==> config.mk <==
export PLATFORM = sky130hd
export DESIGN_NAME = switch_cell_dispatch
export DESIGN_NICKNAME = d
export VERILOG_FILES = /design/src/rtl/switch_cell_dispatch.sv
export SDC_FILE = /design/constraint.sdc
export NUM_CORES = 1
export LEC_CHECK = 0
export BUFFER_PORTS_ARGS = -buffer_cell sky130_fd_sc_hd__buf_2
export CORE_AREA = 2 2 122 124
export CTS_BUF_LIST = sky130_fd_sc_hd__clkbuf_8
export DETAILED_ROUTE_END_ITERATION = 7
export DIE_AREA = 0 0 124 126
export SYNTH_ARGS = -nofsm -noshare
export SYNTH_HDL_FRONTEND = slang
export SYNTH_SLANG_ARGS = --single-unit
==> constraint.sdc <==
create_clock -name clk -period 2.4 [get_ports clk]
set_clock_uncertainty 0.15 [all_clocks]
set_input_delay 0.48 -clock clk [delete_from_list [all_inputs] [get_ports clk]]
set_output_delay 0.48 -clock clk [all_outputs]
set_load 0.01 [all_outputs]
==> src/rtl/switch_cell_dispatch.sv <==
// Packet-to-cell dispatcher: takes one descriptor at a time, streams its
// contiguous cells out of cell memory and forwards them to one egress port.
module switch_cell_dispatch #(
  parameter int CELL_AW     = 10,
  parameter int MAX_CELLS_W = 6
) (
  input  logic                   clk,
  input  logic                   rst,
  input  logic                   desc_valid,
  output logic                   desc_ready,
  input  logic [1:0]             desc_port,
  input  logic [CELL_AW-1:0]     desc_addr,
  input  logic [MAX_CELLS_W-1:0] desc_cells,
  output logic                   mem_rd,
  output logic [CELL_AW-1:0]     mem_addr,
  input  logic [127:0]           mem_dout,
  output logic                   o_cell_fifo_wr,
  output logic [3:0]             o_cell_fifo_sel,
  output logic [127:0]           o_cell_fifo_din,
  output logic                   o_cell_first,
  output logic                   o_cell_last,
  input  logic [3:0]             o_cell_bp,
  output logic                   pkt_done,
  output logic [15:0]            drop_cnt
);

  typedef enum logic {IDLE, SEND} state_e;

  state_e                 state_q, state_d;
  logic [1:0]             port_q, port_d;
  logic [CELL_AW-1:0]     addr_q, addr_d;
  logic [MAX_CELLS_W-1:0] count_q, count_d;
  logic                   firstPend_q, firstPend_d;
  logic [15:0]            drop_q, drop_d;

  logic                   wr_q, first_q, last_q;
  logic [1:0]             wrPort_q;

  logic accept;
  logic zeroDesc;
  logic cellGo;
  logic finalRead;
  logic wrOut;

  assign accept    = desc_valid && desc_ready;
  assign zeroDesc  = (desc_cells == '0);
  assign cellGo    = (state_q == SEND) && !o_cell_bp[port_q] && !rst;
  assign finalRead = cellGo && (count_q == MAX_CELLS_W'(1));

  always_ff @(posedge clk) begin
    if (rst) begin
      state_q <= IDLE;
    end else begin
      state_q <= state_d;
    end
  end

  always_comb begin
    state_d = state_q;
    case (state_q)
      IDLE:    if (accept && !zeroDesc) state_d = SEND;
      SEND:    if (finalRead)           state_d = IDLE;
      default: state_d = IDLE;
    endcase
  end

  // Outputs are forced quiet while reset is held, even before the first edge.
  always_comb begin
    desc_ready = (state_q == IDLE) && !rst;
    mem_rd     = cellGo;
    mem_addr   = rst ? '0 : addr_q;
  end

  always_comb begin
    port_d      = port_q;
    addr_d      = addr_q;
    count_d     = count_q;
    firstPend_d = firstPend_q;
    drop_d      = drop_q;
    if (accept) begin
      if (zeroDesc) begin
        if (drop_q != 16'hFFFF) drop_d = drop_q + 16'd1;
      end else begin
        port_d      = desc_port;
        addr_d      = desc_addr;
        count_d     = desc_cells;
        firstPend_d = 1'b1;
      end
    end else if (cellGo) begin
      addr_d      = addr_q + CELL_AW'(1);
      count_d     = count_q - MAX_CELLS_W'(1);
      firstPend_d = 1'b0;
    end
  end

  always_ff @(posedge clk) begin
    if (rst) begin
      port_q      <= '0;
      addr_q      <= '0;
      count_q     <= '0;
      firstPend_q <= 1'b0;
      drop_q      <= '0;
    end else begin
      port_q      <= port_d;
      addr_q      <= addr_d;
      count_q     <= count_d;
      firstPend_q <= firstPend_d;
      drop_q      <= drop_d;
    end
  end

  // Write stage tracks the read issued one cycle earlier; backpressure is
  // not consulted here because the egress stage absorbs the in-flight cell.
  always_ff @(posedge clk) begin
    if (rst) begin
      wr_q     <= 1'b0;
      first_q  <= 1'b0;
      last_q   <= 1'b0;
      wrPort_q <= '0;
    end else begin
      wr_q     <= cellGo;
      first_q  <= cellGo && firstPend_q;
      last_q   <= finalRead;
      wrPort_q <= port_q;
    end
  end

  assign wrOut           = wr_q && !rst;
  assign o_cell_fifo_wr  = wrOut;
  assign o_cell_fifo_sel = wrOut ? (4'b0001 << wrPort_q) : 4'b0000;
  assign o_cell_fifo_din = wrOut ? mem_dout : '0;
  assign o_cell_first    = wrOut && first_q;
  assign o_cell_last     = wrOut && last_q;
  assign pkt_done        = wrOut && last_q;
  assign drop_cnt        = rst ? 16'h0000 : drop_q;

endmodule

# --- After elaboration in Yosys (flattened, before gate mapping) ---
# Cells that the tools add are included.
totals:
  reg_bits: 41
  elab_cells: 56
  input_bits: 153
  output_inout_bits: 164
op_classes:
  add_sub_neg: 3
  eq_ne: 3
  n_shift: 1
  muxes: 18
  n_bitwise: 2
  magnitude_cmp: 1
  reduce_logical: 18
op_table:
  columns: ["cell", "n"]
  rows:
  - ["$mux W128", 1]
  - ["$mux W10", 4]
  - ["$mux W6", 3]
  - ["$add A16 B1 Y16 const B", 1]
  - ["$mux W16", 1]
  - ["$ne A16 B16 Y1 const B", 1]
  - ["$add A10 B1 Y10 const B", 1]
  - ["$logic_and A1 B1 Y1", 10]
  - ["$eq A6 B1 Y1 const B", 1]
  - ["$logic_not A6 Y1", 1]
  - ["$mux W1", 6]
  - ["$sub A6 B1 Y6 const B", 1]
  - ["$mux W4", 1]
  - ["$reduce_and A2 Y1", 2]
  - ["$shl A1 B2 Y4 const A", 1]
  - ["$logic_not A1 Y1", 3]
  - ["$lt A2 B3 Y1 const B", 1]
  - ["$reduce_and A3 Y1", 1]
  - ["$bmux W1 S2", 1]
  - ["$ne A2 B2 Y1 const B", 1]
  - ["$not A1 Y1", 2]
  - ["$pmux W1 S2", 1]
  - ["$reduce_bool A2 Y1", 1]

# --- Logic depth before layout (Yosys ltp) ---
# Gate-level depths: netlist (run 1).
logic_depth:
  word_depth: 8
  ltp_mapped: 7
  ltp_nobuf: 5

# --- Worst setup path after synthesis (run 1) ---
# No wires, ideal clock.
synth_timing:
  kind: "in2out"
  startpoint: "input rst"
  endpoint: "output desc_ready"
  stages: 5
  n_path_buf: 4
  t_arrival_ps: 1615
  required_ps: 1770
  path_slack_ps: 155
  cell_sequence: "buf_2 > clkbuf_1 > buf_1 > clkbuf_1 > nor2_1"
synth_via:
  elab_chain_cells: 2
synth_lines:
  columns: ["element", "line", "text"]
  rows:
  - ["start, declared", "8", "input logic rst,"]
  - ["$logic_not A1 Y1", "69", "desc_ready = (state_q == IDLE) && !rst;"]
  - ["$logic_and A1 B1 Y1", "69", null]
  - ["end, declared", "10", "output logic desc_ready,"]
# No other way between the ends.

# --- Final worst setup path (run 1) ---
layout_timing:
  startpoint: "register port_q[0]"
  endpoint: "output mem_rd"
layout_via:
  elab_chain_cells: 5
layout_lines:
  columns: ["element", "line", "text"]
  rows:
  - ["start, declared", "30", "logic [1:0] port_q, port_d;"]
  - ["start signal, assigned", "104", "port_q <= port_d;"]
  - ["$bmux W1 S2", "47", "assign cellGo = (state_q == SEND) && !o_cell_bp[port_q] && !rst;"]
  - ["$mux W1 (not written as such)", "47", null]
  - ["$logic_not A1 Y1", "47", null]
  - ["$logic_and A1 B1 Y1 (2 in a row)", "47", null]
  - ["end, declared", "14", "output logic mem_rd,"]
# No other way between the ends. The select of a mux whose other input is x is not followed.

==> results of run 1 <==
cell families after synthesis:
| group | Yosys count | share of synthesized area |
|---|---|---|
| adders and majority gates | 4 | 0.0150 |
| buffers and inverters | 44 | 0.0567 |
| and+or+nand+nor | 270 | 0.482 |
| muxes | 20 | 0.0672 |
| DFF | 41 | 0.246 |
| AOI/OAI and AO/OA | 61 | 0.132 |
power groups by stage:
| stage | registers (mW) | clock network, mW | logic (mW) |
|---|---|---|---|
| 6_report | 0.753 | 0.459 | 0.499 |
| 3_3_place_gp | 0.769 | 0 | 0.499 |
| 2_1_floorplan | 0.757 | 0 | 0.257 |
| 4_1_cts | 0.753 | 0.473 | 0.502 |
| 5_1_grt | 0.759 | 0.499 | 0.550 |
| 3_5_place_dp | 0.769 | 0 | 0.497 |
critical path: stages (launching register included):
cell     delay [ns]
dfxtp_1        0.37
mux2_2         0.38
o22a_2         0.31
nor2_1         0.12
buf_2          0.15
flip-flops by register name, summed over array words and instances (netlist names):
signal,count
firstPend_q,1
port_q,2
wr_q,1
addr_q,10
count_q,6
wrPort_q,2
first_q,1
state_q,1
drop_q,16
last_q,1
stage by stage:
step	hold WS, ns	area [sq um]	setup slack, ns
floorplan	0.275	3330	0.155
global placement	0.292	5110	0.0699
detailed placement	0.296	5110	0.0457
CTS	0.263	5200	0.0860
global route	0.261	5200	0.0174
finish	0.264	5210	0.143
layer usage:
| metal | vias up | share of wire |
|---|---|---|
| met5 | - | 0.0034 |
| met4 | 8 | 0.018 |
| met3 | 25 | 0.080 |
| met2 | 158 | 0.48 |
| met1 | 1965 | 0.41 |
| li1 | 2119 | - |
final timing paths:
check                                start                endpoint  slack, ns  cells after the start
setup / recovery    port_q[0]$_SDFFE_PP0P_                  mem_rd       0.14                      4
hold / removal                desc_port[1]  port_q[1]$_SDFFE_PP0P_       0.26                      2
setup reg to reg    drop_q[0]$_SDFFE_PP0P_  drop_q[2]$_SDFFE_PP0P_       0.40                      5
hold reg to reg   firstPend_q$_SDFFE_PP0P_      first_q$_SDFF_PP0_       0.31                      2
cell usage after synthesis, drive strengths merged, types with 8 or more instances:
cell / instances / area share
and2: 132 / 0.25
dfxtp: 41 / 0.25
nor2: 29 / 0.033
nor2b: 26 / 0.049
clkbuf: 24 / 0.031
a21oi: 22 / 0.034
nand2: 21 / 0.024
mux2: 19 / 0.064
nor3: 11 / 0.017
inv: 10 / 0.011
buf: 9 / 0.014
and3: 8 / 0.015
nand3: 8 / 0.016
nor4: 8 / 0.020
layout make-up:
| class | count | area, sq um |
|---|---|---|
| repair buffers | 329 | 1690 |
| fillers | 1573 | 9100 |
| inverters | 11 | 41.3 |
| well taps | 184 | 230 |
| multi-input cells | 355 | 2330 |
| diodes | 4 | 10.0 |
| clock inverters | 3 | 17.5 |
| flip-flops and latches | 41 | 821 |
| clock buffers | 5 | 68.8 |
==> results.sh, run 1 <==
export IMPL_outcome="completed"
export IMPL_clkPwrFrac=0.268
export IMPL_p_comb_frac=0.291
export IMPL_switching_power_mw=0.550
export IMPL_drtIter0Drc=209
export IMPL_cts_root_buf="clkbuf_8"
export IMPL_slew_headroom=0.582
export IMPL_syn_area_per_cell_sq_um=7.57
export IMPL_cp_max_fo=6
export IMPL_dp_cells=920
export IMPL_grt_max_degree=57
export IMPL_final_common_cell="buf_2"
export IMPL_synthArstFlopShare=0
export IMPL_use_met1=0.243
export IMPL_drv_slew=0
export IMPL_postRouteAntennaNets=0
export IMPL_grtUsageTotal=0.199
export IMPL_yosysSeqAreaShare=0.246
export IMPL_htreeDepth=2
export IMPL_cts_repair_resized=0
export IMPL_critPathCaptureType="primary output"
export IMPL_cts_setup_buffers=0
export IMPL_gp_congestion=0.862
export IMPL_netlist_area_sq_um=3330
export IMPL_drt_first_pass_iters=4
export IMPL_port_buffers=316
export IMPL_grt_antenna_before_repair=8
export IMPL_synth_nets=597
export IMPL_cts_buffer_depth=2
export IMPL_crit_required_ns=1.77
export IMPL_synth_seq_cells=41
export IMPL_post_route_util=0.364
export IMPL_initial_core_util=0.233
export IMPL_clkSinkCount=41
export IMPL_place_hpwl_mm=14.0
export IMPL_intPower_mw=1.16
export IMPL_grt_use_met3=0.0553
export IMPL_fin_crit_sh=0.941
export IMPL_std_cell_rows=44
export IMPL_chipHeight_um=126
export IMPL_routedWlPerCell_um=18.1
export IMPL_crit_arrival_ns=1.63
export IMPL_dieArea_sq_um=15600
export IMPL_power_density_nw_per_um2=328
export IMPL_vdd_drop_max_mv=0.198
export IMPL_tightest_slew_ns=0.621
export IMPL_rsz0062_at_grt="false"
export IMPL_worstHoldPathType="in -> reg"
export IMPL_cts_tree="done"
export IMPL_grt_pass1_vias=3807
export IMPL_cts_clk_slew_worst_paths_ns=0.09
export IMPL_hold_viol=0
export IMPL_synth_flop_cell="dfxtp_1"
export IMPL_core_region_area_sq_um=14300
export IMPL_max_freq_mhz=443
export IMPL_syn2layout_area_growth_pct=56.4
export IMPL_tns_ns=0
export IMPL_seq_power_share=0.440
export IMPL_finalPower_mw=1.71
export IMPL_netlist_instances=440
export IMPL_ys_types=56
export IMPL_critical_path_class="reg -> out"
export IMPL_drive_gt1_frac=0.496
export IMPL_grt_pass1_wl_mm=23.5
export IMPL_yosys_warnings=0
export IMPL_cap_violations=0
export IMPL_synth_edf_count=0
export IMPL_io_pins=317
export IMPL_fin_cells=932
export IMPL_die_width_um=124
export IMPL_gr_total_overflow=0
export IMPL_busiest_layer="met2"
export IMPL_nets=900
export IMPL_postRouteWirelength_mm=16.9
export IMPL_vias=4275
export IMPL_setup_violations=0
export IMPL_start_kind="flop"
export IMPL_cts_hold_buf=0
export IMPL_drt_vias_per_instance=4.59
export IMPL_gr_usage_met2=0.343
export IMPL_sw_frac_of_total=0.322
export IMPL_leakagePower_nw=2.88
export IMPL_fin_crit_ns=2.26
export IMPL_clk_latency_ns=0.30
export IMPL_numCtsBuffers=5
export IMPL_drcViolationCount=0
export IMPL_final_cell_mix="buf_2 (316), and2_1 (132), dfxtp_1 (41)"
No activity file was read; power rests on OpenSTA's default activity.
==> inputs of run 2 (changes only) <==
CORE_AREA = 2 2 124 126   (was 2 2 122 124)
CTS_BUF_LIST = unset   (was sky130_fd_sc_hd__clkbuf_8)
DIE_AREA = 0 0 126 128   (was 0 0 124 126)
==> run 2 against run 1 <==
Compared with the run above: combinational power is essentially flat; hold slack gained 0.017 ns; fmax grew 0.96%; wire length is 0.75% lower; sequential share of layout area shrank 0.15 points; core utilization fell by 1.0 points; first-iteration DRC count increased by 24%; non-clock buffer count decreased by 1; clock power increased by 45%; via count about the same.
==> results.sh, run 2 (same netlist as run 1, synthesis figures left out) <==
export IMPL_outcome="completed"
export IMPL_cts_hold_buf=0
export IMPL_final_common_cell="buf_2"
export IMPL_htreeDepth=2
export IMPL_tightest_slew_ns=0.557
export IMPL_nets=899
export IMPL_cts_clk_slew_worst_paths_ns=0.06
export IMPL_fin_cells=934
export IMPL_fin_crit_sh=0.932
export IMPL_postRouteWirelength_mm=16.8
export IMPL_place_hpwl_mm=14.0
export IMPL_dp_cells=923
export IMPL_drv_slew=0
export IMPL_syn2layout_area_growth_pct=58.0
export IMPL_grt_pass1_vias=3828
export IMPL_port_buffers=316
export IMPL_cts_buffer_depth=2
export IMPL_gp_congestion=0.918
export IMPL_setup_violations=0
export IMPL_grt_antenna_before_repair=5
export IMPL_finalPower_mw=1.92
export IMPL_initial_core_util=0.224
export IMPL_final_cell_mix="buf_2 (316), and2_1 (132), dfxtp_1 (41)"
export IMPL_rsz0062_at_grt="false"
export IMPL_start_kind="flop"
export IMPL_std_cell_rows=45
export IMPL_drive_gt1_frac=0.493
export IMPL_tns_ns=0
export IMPL_fin_crit_ns=2.24
export IMPL_grt_pass1_wl_mm=23.8
export IMPL_drt_vias_per_instance=4.57
export IMPL_clkSinkCount=41
export IMPL_critPathCaptureType="primary output"
export IMPL_core_region_area_sq_um=14900
export IMPL_numCtsBuffers=5
export IMPL_drtIter0Drc=259
export IMPL_reg_top3="drop_q: 16 flops, addr_q: 10 flops, count_q: 6 flops"
export IMPL_drt_first_pass_iters=5
export IMPL_postRouteAntennaNets=0
export IMPL_max_freq_mhz=447
export IMPL_clk_latency_ns=0.28
export IMPL_cts_root_buf="clkbuf_16"
export IMPL_leakagePower_nw=2.89
export IMPL_crit_required_ns=1.77
export IMPL_cp_max_fo=5
export IMPL_routedWlPerCell_um=17.9
export IMPL_vias=4272
export IMPL_worstHoldPathType="in -> reg"
export IMPL_drcViolationCount=0
export IMPL_cts_setup_buffers=0
export IMPL_vdd_drop_max_mv=0.306
export IMPL_die_width_um=126
export IMPL_critical_path_class="reg -> out"
export IMPL_grtUsageTotal=0.192
export IMPL_io_pins=317
export IMPL_gr_total_overflow=0
export IMPL_cts_tree="done"
export IMPL_hold_viol=0
export IMPL_power_density_nw_per_um2=365
export IMPL_crit_arrival_ns=1.61
export IMPL_cap_violations=0
export IMPL_slew_headroom=0.625
export IMPL_grt_max_degree=79
export IMPL_cts_repair_resized=0
export IMPL_largest_reg_flops=16
export IMPL_chipHeight_um=128
export IMPL_dieArea_sq_um=16100
export IMPL_top_register="drop_q"
-- run 2: cell types whose count changed in the layout (fill, tap and decap cells not counted), sizes merged --
cell | before | now
clkinvlp | 1 | 2
clkbuf | 5 | 6
buf | 329 | 328
clkinv | 3 | 1
diode | 4 | 3
-- run 2: area by class of cell --
cell class,count,area [sq um]
diodes,3,7.51
flip-flops and latches,41,821
clock buffers,6,129
inverters,11,41.3
multi-input cells,355,2330
repair buffers,328,1680
well taps,188,235
fillers,1629,9600
clock inverters,2,15.0
-- run 2: metrics by stage --
step	area [sq um]	hold slack (ns)	util	setup slack (ns)
after floorplan	3330	0.275	-	0.155
after global placement	5110	0.297	0.344	0.0794
after detailed placement	5110	0.299	0.344	0.0677
after CTS	5250	0.281	0.353	0.138
after global routing	5260	0.284	0.354	0.0818
final	5260	0.282	0.354	0.164
-- run 2: report_power, final --
group / internal (mW) / switching (mW)
logic: 0.245 / 0.254
registers: 0.716 / 0.0380
clock network: 0.386 / 0.281
-- run 2: layer usage --
layer  up-vias  global-route usage  share of wire
met4         4              0.0368          0.014
met2       186               0.312           0.46
met5         -                   0         0.0017
li1       2109                   -              -
met1      1961               0.246           0.42
met3        12              0.0714           0.10
-- run 2: critical path, stage by stage, from the launching register on --
cell and delay (ns):
dfxtp_1 0.37, mux2_2 0.37, o22a_1 0.28, nor2_1 0.15
buf_2 0.16
-- run 2: worst paths after layout --
kind                            cells after the start                     end                     start  slack (ns)
worst max-delay path                                4                  mem_rd    port_q[0]$_SDFFE_PP0P_        0.16
worst min-delay path                                2  port_q[0]$_SDFFE_PP0P_              desc_port[0]        0.28
worst max register to register                      4  port_q[0]$_SDFFE_PP0P_        state_q$_SDFF_PP0_        0.42
worst min register to register                      2      first_q$_SDFF_PP0_  firstPend_q$_SDFFE_PP0P_        0.32
==> inputs of run 3 (changes only) <==
ABC_AREA = 1   (was unset)
==> run 3 against run 2 <==
Compared with the run above: global-route usage is 0.55 points higher; register-to-register slack improved by 0.09 ns; non-clock buffer count grew 1; cell count grew 27%; final area rose by 5.0%; clock power rose by 17%; synthesized area grew 6.4%; core utilization rose by 1.8 points; critical path type is now in -> out.
==> results.sh, run 3 <==
export IMPL_grt_pass1_wl_mm=24.8
export IMPL_crit_arrival_ns=1.58
export IMPL_gp_congestion=0.856
export IMPL_yosysSeqAreaShare=0.232
export IMPL_path_delay_family="buffers and inverters"
export IMPL_fin_crit_ns=2.21
export IMPL_fin_crit_sh=0.922
export IMPL_clk_latency_ns=0.29
export IMPL_yosys_warnings=0
export IMPL_drive_gt1_frac=0.349
export IMPL_cts_repair_resized=0
export IMPL_cap_violations=0
export IMPL_leakagePower_nw=3.65
export IMPL_path_cells="buf_2 -> clkinv_1 -> nand2_4 -> buf_12 -> nor2_1 -> buf_2"
export IMPL_netlist_area_sq_um=3540
export IMPL_tightest_slew_ns=0.459
export IMPL_grt_antenna_before_repair=4
export IMPL_gr_total_overflow=0
export IMPL_grtUsageTotal=0.198
export IMPL_post_route_util=0.372
export IMPL_crit_top_cell="buf_2"
export IMPL_io_pins=317
export IMPL_vias=4990
export IMPL_synth_seq_cells=41
export IMPL_postRouteWirelength_mm=17.2
export IMPL_synth_nets=848
export IMPL_syn2layout_area_growth_pct=55.9
export IMPL_critPathCaptureType="primary output"
export IMPL_die_width_um=126
export IMPL_postRouteAntennaNets=0
export IMPL_worstHoldPathType="in -> reg"
export IMPL_grt_max_degree=55
export IMPL_grt_pass1_vias=4363
export IMPL_drtIter0Drc=259
export IMPL_cp_max_fo=54
export IMPL_largest_reg_flops=16
export IMPL_routedWlPerCell_um=14.5
export IMPL_final_common_cell="buf_2"
export IMPL_chipHeight_um=128
export IMPL_netlist_instances=691
export IMPL_nets=1155
export IMPL_synth_flop_cell="dfxtp_1"
export IMPL_critical_path_class="in -> out"
export IMPL_hold_viol=0
export IMPL_drt_first_pass_iters=5
export IMPL_tns_ns=0
export IMPL_top_register="drop_q"
export IMPL_outcome="completed"
export IMPL_port_buffers=316
export IMPL_dieArea_sq_um=16100
export IMPL_cts_root_buf="clkbuf_16"
export IMPL_synth_edf_count=0
export IMPL_setup_violations=0
export IMPL_numCtsBuffers=5
export IMPL_final_cell_mix="buf_2 (316), nor2_1 (204), inv_1 (179)"
export IMPL_synth_top_cell_area_share=0.232
export IMPL_yosys_area_top_type="dfxtp_1"
export IMPL_slew_headroom=0.694
export IMPL_max_freq_mhz=452
export IMPL_reg_top3="drop_q: 16 flops, addr_q: 10 flops, count_q: 6 flops"
export IMPL_clkSinkCount=41
export IMPL_rsz0062_at_grt="false"
export IMPL_drcViolationCount=0
export IMPL_start_kind="primary input"
export IMPL_drt_vias_per_instance=4.20
export IMPL_vdd_drop_max_mv=0.274
export IMPL_syn_area_per_cell_sq_um=5.13
export IMPL_cts_setup_buffers=0
export IMPL_slowest_stage="nand2_4"
export IMPL_cts_clk_slew_worst_paths_ns=0.06
export IMPL_place_hpwl_mm=14.7
export IMPL_cts_buffer_depth=2
export IMPL_htreeDepth=2
export IMPL_crit_required_ns=1.77
export IMPL_synthArstFlopShare=0
export IMPL_cts_hold_buf=0
export IMPL_drv_slew=0
export IMPL_cts_tree="done"
export IMPL_ys_types=27
export IMPL_synthTopCellsByArea="dfxtp_1 (23%), nor2_1 (22%), inv_1 (19%), nand2_1 (14%), nand3_1 (3.4%)"
export IMPL_initial_core_util=0.238
export IMPL_synth_cells_most_frequent="nor2_1 (204), inv_1 (179), nand2_1 (129)"
export IMPL_synth_most_common_cell="nor2_1"
export IMPL_std_cell_rows=45
export IMPL_core_region_area_sq_um=14900
export IMPL_critPathMaxStageDelay_ns=0.26
export IMPL_crit_buf_inv=4
export IMPL_power_density_nw_per_um2=380
## run 3: changes by cell type in the layout (fill, tap and decap cells not counted), moves of 6 or more
cell / delta
and2_1: -132
and3_1: -8
inv_1: +169
mux2_2: -19
nand2_1: +107
nand3_1: +17
nor2_1: +176
nor2b_1: -25
nor3_1: -6
nor4_1: -7
o21ai_0: +18
o32ai_1: -6
xor2_1: +8
## run 3: tightest hold or removal path, cell delays in order
cell and delay, ns:
buf_2 0.09, nand2_1 0.05, nand2_1 0.04
## run 3: power by group
part           leakage (nW)  switching [mW]  internal, mW
clock                0.0800           0.286         0.492
combinational          3.24           0.321         0.236
sequential            0.334          0.0394         0.724
## run 3: cell families (layout without fill, tap and decap cells)
family          count (synthesis)  count (layout)  share of synthesized area
simple gates                  378             378                      0.424
flops                          41              41                      0.232
xor+xnor                        8               8                     0.0198
buf+inv                       210             518                      0.232
other cells                     0               2                          0
compound gates                 50              50                     0.0784
fa+ha+maj                       4               4                     0.0141
## run 3: final timing paths
check	from	endpoint	slack, ns	depth (start not counted)
worst max-delay path	rst	o_cell_fifo_din[25]	0.19	6
worst max register to register	drop_q[1]$_SDFFE_PP0P_	drop_q[0]$_SDFFE_PP0P_	0.51	8
worst min register to register	firstPend_q$_SDFFE_PP0P_	first_q$_SDFF_PP0_	0.30	2
worst min-delay path	desc_port[1]	port_q[1]$_SDFFE_PP0P_	0.25	3
## run 3: per-stage QoR
step / cells / setup slack (ns) / hold WS [ns] / power, mW / cell area [sq um]
finish: 1189 / 0.187 / 0.253 / 2.10 / 5520
global route: 1187 / 0.117 / 0.266 / 2.23 / 5520
CTS: 1187 / 0.207 / 0.251 / 2.11 / 5520
detailed placement: 1179 / 0.215 / 0.292 / 1.33 / 5350
global placement: 1179 / 0.208 / 0.292 / 1.33 / 5350
floorplan: 691 / 0.468 / 0.258 / 1.06 / 3540
## run 3: metal layers
layer  vias up  routed length (um)  track usage
li1       2589                   -            -
met1      2174                7240        0.261
met2       206                8310        0.334
met3        17                1470       0.0522
met4         4                 187       0.0265
met5         -                  26            0
## run 3: cell type report
class                           count  area, sq um
Clock buffer                        5          125
Fill cell                        1715         9340
Multi-Input combinational cell    440         1910
Antenna cell                        2         5.00
Clock inverter                      3         46.3
Sequential cell                    41          821
Tap cell                          188          235
Inverter                          181          679
Timing Repair Buffer              329         1700
